### src/rtl/sram_test_pkg.sv
// ============================================================================
// Module : sram_test_pkg
// Brief  : Shared state encoding, default widths and test pattern function
// Rev    : 1.0
// ============================================================================
`default_nettype none

package sram_test_pkg;

  localparam int ADDR_W_DEF = 19;
  localparam int DATA_W_DEF = 8;

  typedef enum logic [2:0] {
    IDLE     = 3'd0,
    WR_ISSUE = 3'd1,
    WR_WAIT  = 3'd2,
    RD_ISSUE = 3'd3,
    RD_WAIT  = 3'd4,
    GAP      = 3'd5,
    DONE     = 3'd6
  } state_t;

  // Folds all address bits into the byte so adjacent 256-byte pages differ.
  function automatic logic [7:0] pat(input logic [18:0] addr, input logic [7:0] seed);
    return addr[7:0] ^ addr[15:8] ^ {5'b0, addr[18:16]} ^ seed;
  endfunction

endpackage

`default_nettype wire

### src/rtl/sram_test_checker.sv
// ============================================================================
// Module : sram_test_checker
// Brief  : Read-data compare, saturating error counter, first-error capture
// Rev    : 1.0
// ============================================================================
`default_nettype none

module sram_test_checker #(
  parameter int ADDR_W    = 19,
  parameter int DATA_W    = 8,
  parameter int ERR_CNT_W = 16
) (
  input  logic                 clk,
  input  logic                 reset_n,
  input  logic                 clear,
  input  logic                 cmp_en,
  input  logic [DATA_W-1:0]    actual,
  input  logic [DATA_W-1:0]    expected,
  input  logic [ADDR_W-1:0]    addr,
  output logic                 mismatch,
  output logic [ERR_CNT_W-1:0] err_count,
  output logic [ADDR_W-1:0]    first_err_addr
);

  assign mismatch = cmp_en && (actual != expected);

  always_ff @(posedge clk or negedge reset_n) begin
    if (!reset_n) begin
      err_count      <= '0;
      first_err_addr <= '0;
    end else if (clear) begin
      err_count      <= '0;
      first_err_addr <= '0;
    end else if (mismatch) begin
      if (err_count != '1)
        err_count <= err_count + 1'b1;
      if (err_count == '0)
        first_err_addr <= addr;
    end
  end

endmodule

`default_nettype wire

### src/rtl/sram_test_sequencer.sv
// ============================================================================
// Module : sram_test_sequencer
// Brief  : Write-then-verify sweep of an SRAM address window via the controller.
//          Define SRAM_TEST_STOP_ON_FAIL_EN to end the test on the first mismatch.
// Rev    : 1.0
// ============================================================================
`default_nettype none

module sram_test_sequencer
  import sram_test_pkg::*;
#(
  parameter int ADDR_W    = ADDR_W_DEF,
  parameter int DATA_W    = DATA_W_DEF,
  parameter int TIMEOUT   = 16,
  parameter int ERR_CNT_W = 16
) (
  input  logic                 clk,
  input  logic                 reset_n,
  input  logic                 run,
  input  logic [ADDR_W-1:0]    addr_lo,
  input  logic [ADDR_W-1:0]    addr_hi,
  input  logic [DATA_W-1:0]    seed,
  output logic                 start_operation,
  output logic                 rw,
  output logic [ADDR_W-1:0]    address,
  output logic [DATA_W-1:0]    data_f2s,
  input  logic [DATA_W-1:0]    data_s2f,
  input  logic                 data_ready,
  input  logic                 writing_finished,
  input  logic                 busy_ctrl,
  output logic                 test_busy,
  output logic                 test_done,
  output logic                 test_pass,
  output logic [ERR_CNT_W-1:0] err_count,
  output logic [ADDR_W-1:0]    first_err_addr,
  output logic                 timeout_err
);

  localparam int         c_TMR_W     = $clog2(TIMEOUT + 1);
  // Issue allowed once this many cycles have elapsed since the previous start (6 apart).
  localparam logic [2:0] c_SPACE_MIN = 3'd5;

  state_t              r_state;
  state_t              r_next;
  logic [ADDR_W-1:0]   r_cur;
  logic [ADDR_W-1:0]   r_lo;
  logic [ADDR_W-1:0]   r_hi;
  logic [DATA_W-1:0]   r_seed;
  logic [c_TMR_W-1:0]  r_timer;
  logic [2:0]          r_since;
  logic [DATA_W-1:0]   w_pat;
  logic                w_mismatch;
  logic                w_clear;
  logic                w_cmp_en;

  assign w_pat    = DATA_W'(pat(19'(r_cur), 8'(r_seed)));
  assign w_clear  = (r_state == IDLE) && run;
  assign w_cmp_en = (r_state == RD_WAIT) && data_ready;

  sram_test_checker #(
    .ADDR_W    (ADDR_W),
    .DATA_W    (DATA_W),
    .ERR_CNT_W (ERR_CNT_W)
  ) u_checker (
    .clk            (clk),
    .reset_n        (reset_n),
    .clear          (w_clear),
    .cmp_en         (w_cmp_en),
    .actual         (data_s2f),
    .expected       (w_pat),
    .addr           (r_cur),
    .mismatch       (w_mismatch),
    .err_count      (err_count),
    .first_err_addr (first_err_addr)
  );

  always_ff @(posedge clk or negedge reset_n) begin
    if (!reset_n) begin
      r_state         <= IDLE;
      r_next          <= IDLE;
      r_cur           <= '0;
      r_lo            <= '0;
      r_hi            <= '0;
      r_seed          <= '0;
      r_timer         <= '0;
      r_since         <= '1;
      start_operation <= 1'b0;
      rw              <= 1'b0;
      address         <= '0;
      data_f2s        <= '0;
      test_busy       <= 1'b0;
      test_done       <= 1'b0;
      test_pass       <= 1'b0;
      timeout_err     <= 1'b0;
    end else begin
      start_operation <= 1'b0;
      test_done       <= 1'b0;
      if (r_since != '1)
        r_since <= r_since + 1'b1;

      case (r_state)
        IDLE: begin
          if (run) begin
            r_lo        <= addr_lo;
            r_hi        <= addr_hi;
            r_seed      <= seed;
            r_cur       <= addr_lo;
            timeout_err <= 1'b0;
            test_busy   <= 1'b1;
            r_state     <= (addr_hi < addr_lo) ? DONE : WR_ISSUE;
          end
        end

        WR_ISSUE, RD_ISSUE: begin
          if (!busy_ctrl && (r_since >= c_SPACE_MIN)) begin
            start_operation <= 1'b1;
            rw              <= (r_state == RD_ISSUE);
            address         <= r_cur;
            if (r_state == WR_ISSUE)
              data_f2s <= w_pat;
            r_since <= '0;
            r_timer <= '0;
            r_state <= (r_state == WR_ISSUE) ? WR_WAIT : RD_WAIT;
          end
        end

        WR_WAIT: begin
          if (writing_finished) begin
            r_state <= GAP;
            if (r_cur == r_hi) begin
              r_cur  <= r_lo;
              r_next <= RD_ISSUE;
            end else begin
              r_cur  <= r_cur + 1'b1;
              r_next <= WR_ISSUE;
            end
          end else if (r_timer == c_TMR_W'(TIMEOUT - 1)) begin
            timeout_err <= 1'b1;
            r_state     <= DONE;
          end else begin
            r_timer <= r_timer + 1'b1;
          end
        end

        RD_WAIT: begin
          if (data_ready) begin
`ifdef SRAM_TEST_STOP_ON_FAIL_EN
            if (w_mismatch) begin
              r_state <= DONE;
            end else if (r_cur == r_hi) begin
`else
            if (r_cur == r_hi) begin
`endif
              r_state <= GAP;
              r_next  <= DONE;
            end else begin
              r_state <= GAP;
              r_cur   <= r_cur + 1'b1;
              r_next  <= RD_ISSUE;
            end
          end else if (r_timer == c_TMR_W'(TIMEOUT - 1)) begin
            timeout_err <= 1'b1;
            r_state     <= DONE;
          end else begin
            r_timer <= r_timer + 1'b1;
          end
        end

        GAP: r_state <= r_next;

        DONE: begin
          test_done <= 1'b1;
          test_pass <= (err_count == '0) && !timeout_err;
          test_busy <= 1'b0;
          r_state   <= IDLE;
        end

        default: r_state <= IDLE;
      endcase
    end
  end

endmodule

`default_nettype wire

### config.mk
export PLATFORM = sky130hd
export DESIGN_NAME = sram_test_sequencer
export DESIGN_NICKNAME = d
export VERILOG_FILES = /design/src/rtl/sram_test_pkg.sv /design/src/rtl/sram_test_checker.sv /design/src/rtl/sram_test_sequencer.sv
export SDC_FILE = /design/constraint.sdc
export NUM_CORES = 1
export LEC_CHECK = 0
export BUFFER_PORTS_ARGS = -buffer_cell sky130_fd_sc_hd__buf_2
export CAP_MARGIN = 0
export CORE_UTILIZATION = 50
export CTS_CLUSTER_DIAMETER = 100
export CTS_CLUSTER_SIZE = 20
export DETAILED_ROUTE_END_ITERATION = 12
export PLACE_DENSITY = 0.72
export SYNTH_ARGS = -nofsm -noshare
export SYNTH_HDL_FRONTEND = slang
export SYNTH_HIERARCHICAL = 1
export SYNTH_SLANG_ARGS = --single-unit
### constraint.sdc
create_clock -name clk -period 2.35 [get_ports clk]
set_clock_uncertainty 0.15 [all_clocks]
set_input_delay 0.3525 -clock clk [delete_from_list [all_inputs] [get_ports clk]]
set_output_delay 0.3525 -clock clk [all_outputs]
set_load 0.01 [all_outputs]
Word level (Yosys, flattened, before mapping)
Index checks and enable logic that the tools add are counted.

Add/subtract/negate cells: 4. Order comparisons: 2. Equal/unequal tests: 18. Mux-type cells: 43. Bitwise logic cells: 3. Reduce and logical (&&, ||, !) cells: 28.

Operators with widths (number): 19-bit 2-to-1 mux (8); 19-bit one-hot mux with 3 select lines (1); 16-bit 2-to-1 mux (3); 3-bit 2-to-1 mux (13); 5-bit 2-to-1 mux (4); 19-bit by 1-bit adder with 19-bit output, second input constant (1); 19-bit equality test (1); 19-bit less-than comparator (1); 16-bit by 1-bit adder with 16-bit output, second input constant (1); 16-bit zero test (1); 16-bit inequality test, second input constant (1); 8-bit bitwise XOR (2); 3-bit one-hot mux with 5 select lines (1); 5-bit one-hot mux with 3 select lines (1); 2-bit inequality test, second input constant (7); 2-bit AND reduction (6); 2-bit nonzero test (5); 3-bit equality test, second input constant (3); 1-bit 2-to-1 mux (8); 8-bit inequality test (1); 4-bit AND reduction (2); 8-bit by 3-bit bitwise XOR with 8-bit output (1); 3-bit by 2-bit equality test with 1-bit output, second input constant (2); 3-bit one-hot mux with 2 select lines (1); 16 further kinds (23).

Register bits after elaboration: 147. Bits of input ports: 60. Output and inout bits: 68. Word-level logic and storage cells: 116.

Depth between registers and ports, before layout
Depth after elaboration: 7. Gate-level depth with buffers: 10. Gate-level depth less buffers: 9.

Hierarchy
Netlist, hierarchy kept.

Modules (own cells, without submodules): sram_test_sequencer (instances 1, cells each 587, area an instance 6253.5 um2, seq. area each 2806.4 um2); sram_test_checker (instances 1, cells each 185, area an instance 1875.5 um2, seq. area each 875.8 um2).

Least setup slack after synthesis
OpenSTA, ideal clock, no wires.

Path type: flip-flop to flip-flop. From: register r_state[1]. To: register u_checker.err_count[13]. Library setup time: 0.078 ns. Data arrival time: 2.107 ns. Required time: 2.122 ns. Slack: 0.015 ns. Stages on the path, launching flop included: 9. Path buffers: 2. Clock period less this slack: 2.335 ns. Cells stage by stage: dfrtp_1 nor3b_4 and2_1 clkbuf_1 inv_1 a21o_2 buf_6 or4_1 a21oi_1.

Cells in the longest elaborated chain, start to end: 5. Elaborated cells between the ends (all ways): 9. Classes of those cells: 1 x eq/ne; 1 x mux; 7 x reduce/logical.

RTL lines: start: declaration (RTL line sram_test_sequencer.sv:43) `state_t r_state;`; start signal: assignment (RTL line sram_test_sequencer.sv:110) `r_state <= (addr_hi < addr_lo) ? DONE : WR_ISSUE;`; start signal: assignment (RTL line sram_test_sequencer.sv:123) `r_state <= (r_state == WR_ISSUE) ? WR_WAIT : RD_WAIT;`; start signal: assignment (RTL line sram_test_sequencer.sv:169) `GAP: r_state <= r_next;`; 3-bit equality test (RTL line sram_test_sequencer.sv:58) `assign w_cmp_en = (r_state == RD_WAIT) && data_ready;`; 1-bit logical AND (RTL line sram_test_sequencer.sv:58); named net w_cmp_en (RTL line sram_test_sequencer.sv:54) `logic w_cmp_en;`; 1-bit logical AND (RTL line sram_test_checker.sv:25) `assign mismatch = cmp_en && (actual != expected);`; 2-bit nonzero test (no source line); 2-bit AND reduction (no source line); end signal: assignment (RTL line sram_test_checker.sv:36) `err_count <= err_count + 1'b1;`; end: declaration (RTL line sram_test_checker.sv:21) `output logic [ERR_CNT_W-1:0] err_count,`.

The timed path passes the listed nets, and every way through them passes these cells. A chain may end at the register's enable or synchronous reset.

Final worst setup path
From: register r_cur[0]. To: register u_checker.first_err_addr[15].

Cells in the longest elaborated chain, start to end: 7.

RTL lines: start: declaration (RTL line sram_test_sequencer.sv:45) `logic [ADDR_W-1:0] r_cur;`; start signal: assignment (RTL line sram_test_sequencer.sv:107) `r_cur <= addr_lo;`; start signal: assignment (RTL line sram_test_sequencer.sv:131) `r_cur <= r_lo;`; start signal: assignment (RTL line sram_test_sequencer.sv:134) `r_cur <= r_cur + 1'b1;`; 8-bit bitwise XOR (RTL line sram_test_pkg.sv:25) `return addr[7:0] ^ addr[15:8] ^ {5'b0, addr[18:16]} ^ seed;`; 8-bit by 3-bit bitwise XOR with 8-bit output (RTL line sram_test_pkg.sv:25); 8-bit bitwise XOR (RTL line sram_test_pkg.sv:25); named net w_pat[0] (RTL line sram_test_sequencer.sv:51) `logic [DATA_W-1:0] w_pat;`; 8-bit inequality test (RTL line sram_test_checker.sv:25); 1-bit logical AND (RTL line sram_test_checker.sv:25); 2-bit nonzero test (no source line); 2-bit AND reduction (no source line); end signal: assignment (RTL line sram_test_checker.sv:38) `first_err_addr <= addr;`; end: declaration (RTL line sram_test_checker.sv:22) `output logic [ADDR_W-1:0] first_err_addr`.

The timed path passes the listed nets, and every way through them passes these cells.

==> flow_summary.toml <==
[status]
status = "finished with violations"
violations = "setup timing"

[yosys]
synth_top_family_by_area = "simple AND/OR/NAND/NOR gates"
yosysSeqAreaShare_pct = 45.3
synth-seq-cells = 147
netlist_area_sq_um = 8130
syn-num-nets = 857
yosys_warnings = 6
muxShareOfSynthArea_pct = 12.8
async_reset_ff_share_pct = 100
syn_inst = 772
synth.distinct_cells = 70
yosys.area_share.simple_pct = 14.0
synthAdderAreaFrac_pct = 3.85
synth_edf_count = 0
synth_xor_area_share_pct = 5.60
yosys_most_used_dff = "dfrtp_1"
syn_area_per_cell_sq_um = 10.5
synth-compound-area-share_pct = 13.0

[sta]
slew_violations = 0
grt_setup_unrepaired = "yes"
hold_viol = 0
worst_slack_ns = -0.258
fin_crit_ns = 2.61
finalSetupViolCount = 53
max_freq_mhz = 383
tightest_slew_ns = 0.454
fin_crit_sh_pct = 111
fin_setup_tns_ns = -8.02
maxSlewHeadroom_pct = 69.5

[die]
start_util_pct = 51.2
num_rows = 46
die_area_sq_um = 16800
die_x_um = 130
io_pins = 128
core-area_sq_um = 15900
die_h_um = 130

[finish]
layout_common_cells = "dfrtp_1 (140), buf_2 (126), buf_4 (113)"
final_common_cell = "dfrtp_1"
n_antenna_cell = 0
nNetsFinal = 1104
drive_gt1_share_pct = 46.1
fillers = 1137
area_growth_pct = 37.8

[global_route]
grt_max_degree = 42
antenna_found_initial = 0
grt_pass1_vias = 7083
grt_overflow = 0
grt_pass1_wl_mm = 39.4
grtUsageTotal_pct = 31.8

[critical_path]
crit_path_cell_trace = "xnor2_1, xnor2_1, xor2_1, nor4_4, a2111oi_4, buf_6, buf_12, mux2i_1, nor2_1"
crit_family = "XOR/XNOR gates"
path_buf_inv = 2
start_kind = "register"
r2r_cells = 9
cpMaxStageDelayCell = "dfrtp_1"
timing.rr.end = "u_checker/first_err_addr[15]"
crit_path_frequent_cell = "xnor2_1"
regToRegStartpoint = "r_cur[0]"
cp.arrival_ns = 2.76
critPathMaxStageDelay_ns = 0.42
crit_fanout = 5
worstSetupEndpointType = "register"
r2r_slack_ns = -0.26
path_class = "reg -> reg"
crit_required_ns = 2.51

[min_path]
hp-start = "seed[7]"
hold_depth = 2
hold_end = "r_seed[7]"
hp-class = "in -> reg"

[drt]
drc = 0
drtIter0Drc = 760
viasPerCell = 6.08
routedWlPerCell_um = 21.6
dr.pass1.iters = 5
vias = 7593
drt-total-wl_mm = 27.0
ant_nets = 0

[placed_design]
place.gp.congestion = 0.933
portBuffers = 127
place_hpwl_mm = 17.9

[power]
p_leak_nw = 5.20
power_mw = 15.3
vdd_drop_max_uv = 741
power.density_nw_per_um2 = 1360

[clock_tree]
clock-sinks = 147
cts_made_buffers = 17
htreeDepth = 4
cts_tree = "built"
cts-root-buf = "clkbuf_16"
clk_path_buf_depth = 2
insertion_delay_ns = 0.43
clk_pin_slew_worst_paths_ns = 0.06

[flow_run]
cap_viol_max_count = 0
==> layer usage <==
metal	vias to the layer above	global-route usage [%]	wire, um
met3	102	5.86	2110
met1	3734	42.9	11000
li1	3297	-	-
met5	-	0	0
met4	0	13.7	1210
met2	460	50.4	12700
==> registers in the layout (all words and copies together), names as in the netlist, 8 cells and up <==
name                      cells
address                      19
data_f2s                      8
r_cur                        19
r_hi                         19
r_lo                         19
r_seed                        8
u_checker/err_count          16
u_checker/first_err_addr     19
==> where the power goes <==
| group | switching [mW] | internal (mW) | total (mW) |
|---|---|---|---|
| Clock | 1.07 | 1.72 | 2.79 |
| Sequential | 0.943 | 3.65 | 4.59 |
| Combinational | 4.08 | 3.80 | 7.87 |
==> cell type report <==
cell class                 count  area, sq um  area share [%]
clock inverter                 9          129            1.15
inverter                      42          158            1.41
sequential                   147         3690            32.9
multi-input combinational    533         4460            39.8
timing repair buffer         278         2030            18.2
clock buffer                  23          468            4.18
tap                          216          270            2.41
==> cells by family (layout without fill, tap and decap cells) <==
logic type               Yosys count  in the layout
AO/OA/AOI/OAI                    150            150
AND/OR/NAND/NOR                  211            211
flip-flops                       147            147
XOR/XNOR                          52             52
multiplexers                      95             95
buffers and inverters             92            352
adder cells (fa/ha/maj)           25             25
==> cells in the mapped netlist, types with 11 or more instances <==
cell | number | share of area, %
o21ai_0 | 19 | 1.2
mux2i_1 | 21 | 2.6
xor2_1 | 25 | 2.7
nand4_1 | 22 | 1.7
buf_2 | 20 | 1.2
a21oi_1 | 40 | 2.5
nand3_1 | 18 | 1.1
nand2b_1 | 11 | 0.85
nand2_1 | 40 | 1.8
or4_1 | 11 | 1.0
nor2_1 | 48 | 2.2
nor3_1 | 14 | 0.86
ha_1 | 25 | 3.8
o31ai_1 | 11 | 1.0
xnor2_1 | 27 | 2.9
mux2_2 | 73 | 10
dfrtp_1 | 144 | 44
clkbuf_1 | 18 | 0.83
inv_1 | 40 | 1.8
==> worst register-to-register path, stage by stage (launching register included) <==
cell       delay, ns
dfrtp_1         0.42
xnor2_1         0.17
xnor2_1         0.29
xor2_1          0.30
nor4_4          0.11
a2111oi_4       0.39
buf_6           0.21
buf_12          0.14
mux2i_1         0.22
nor2_1          0.08
==> how the worst max path moves through the flow <==
stage	start	end	slack, ns	depth (start not counted)
after global placement	r_cur[10]	r_cur[6]	-0.29	9
after floorplan	r_state[1]	u_checker/err_count[13]	0.01	8
after CTS	r_seed[5]	u_checker/err_count[9]	-0.10	8
after global routing	r_cur[0]	u_checker/err_count[7]	-0.29	9
final	r_cur[0]	u_checker/first_err_addr[15]	-0.26	9
after detailed placement	r_cur[10]	r_cur[6]	-0.29	9
==> through the flow <==
| step | cell area [sq um] | utilization (%) | worst slack, ns | std cells | hold WS [ns] |
|---|---|---|---|---|---|
| finish | 11200 | 70.5 | -0.258 | 1248 | 0.0122 |
| detailed placement | 9740 | 61.3 | -0.290 | 1180 | 0.155 |
| floorplan | 8130 | - | 0.0147 | 772 | -0.0931 |
| global placement | 9740 | 61.3 | -0.292 | 1180 | 0.155 |
| CTS | 10800 | 68.0 | -0.103 | 1237 | 0.00803 |
| global route | 11200 | 70.5 | -0.293 | 1248 | -0.000811 |
==> repair_timing <==
action	4_1_cts	5_1_grt
endpoints found under the setup margin	57	59
pin swaps	39	33
gates cloned	3	1
hold buffers	3	1
gates resized for setup	53	63
setup buffers	21	11
hold endpoints to repair	39	1
Note: power is estimated with default switching activity, not from simulation.
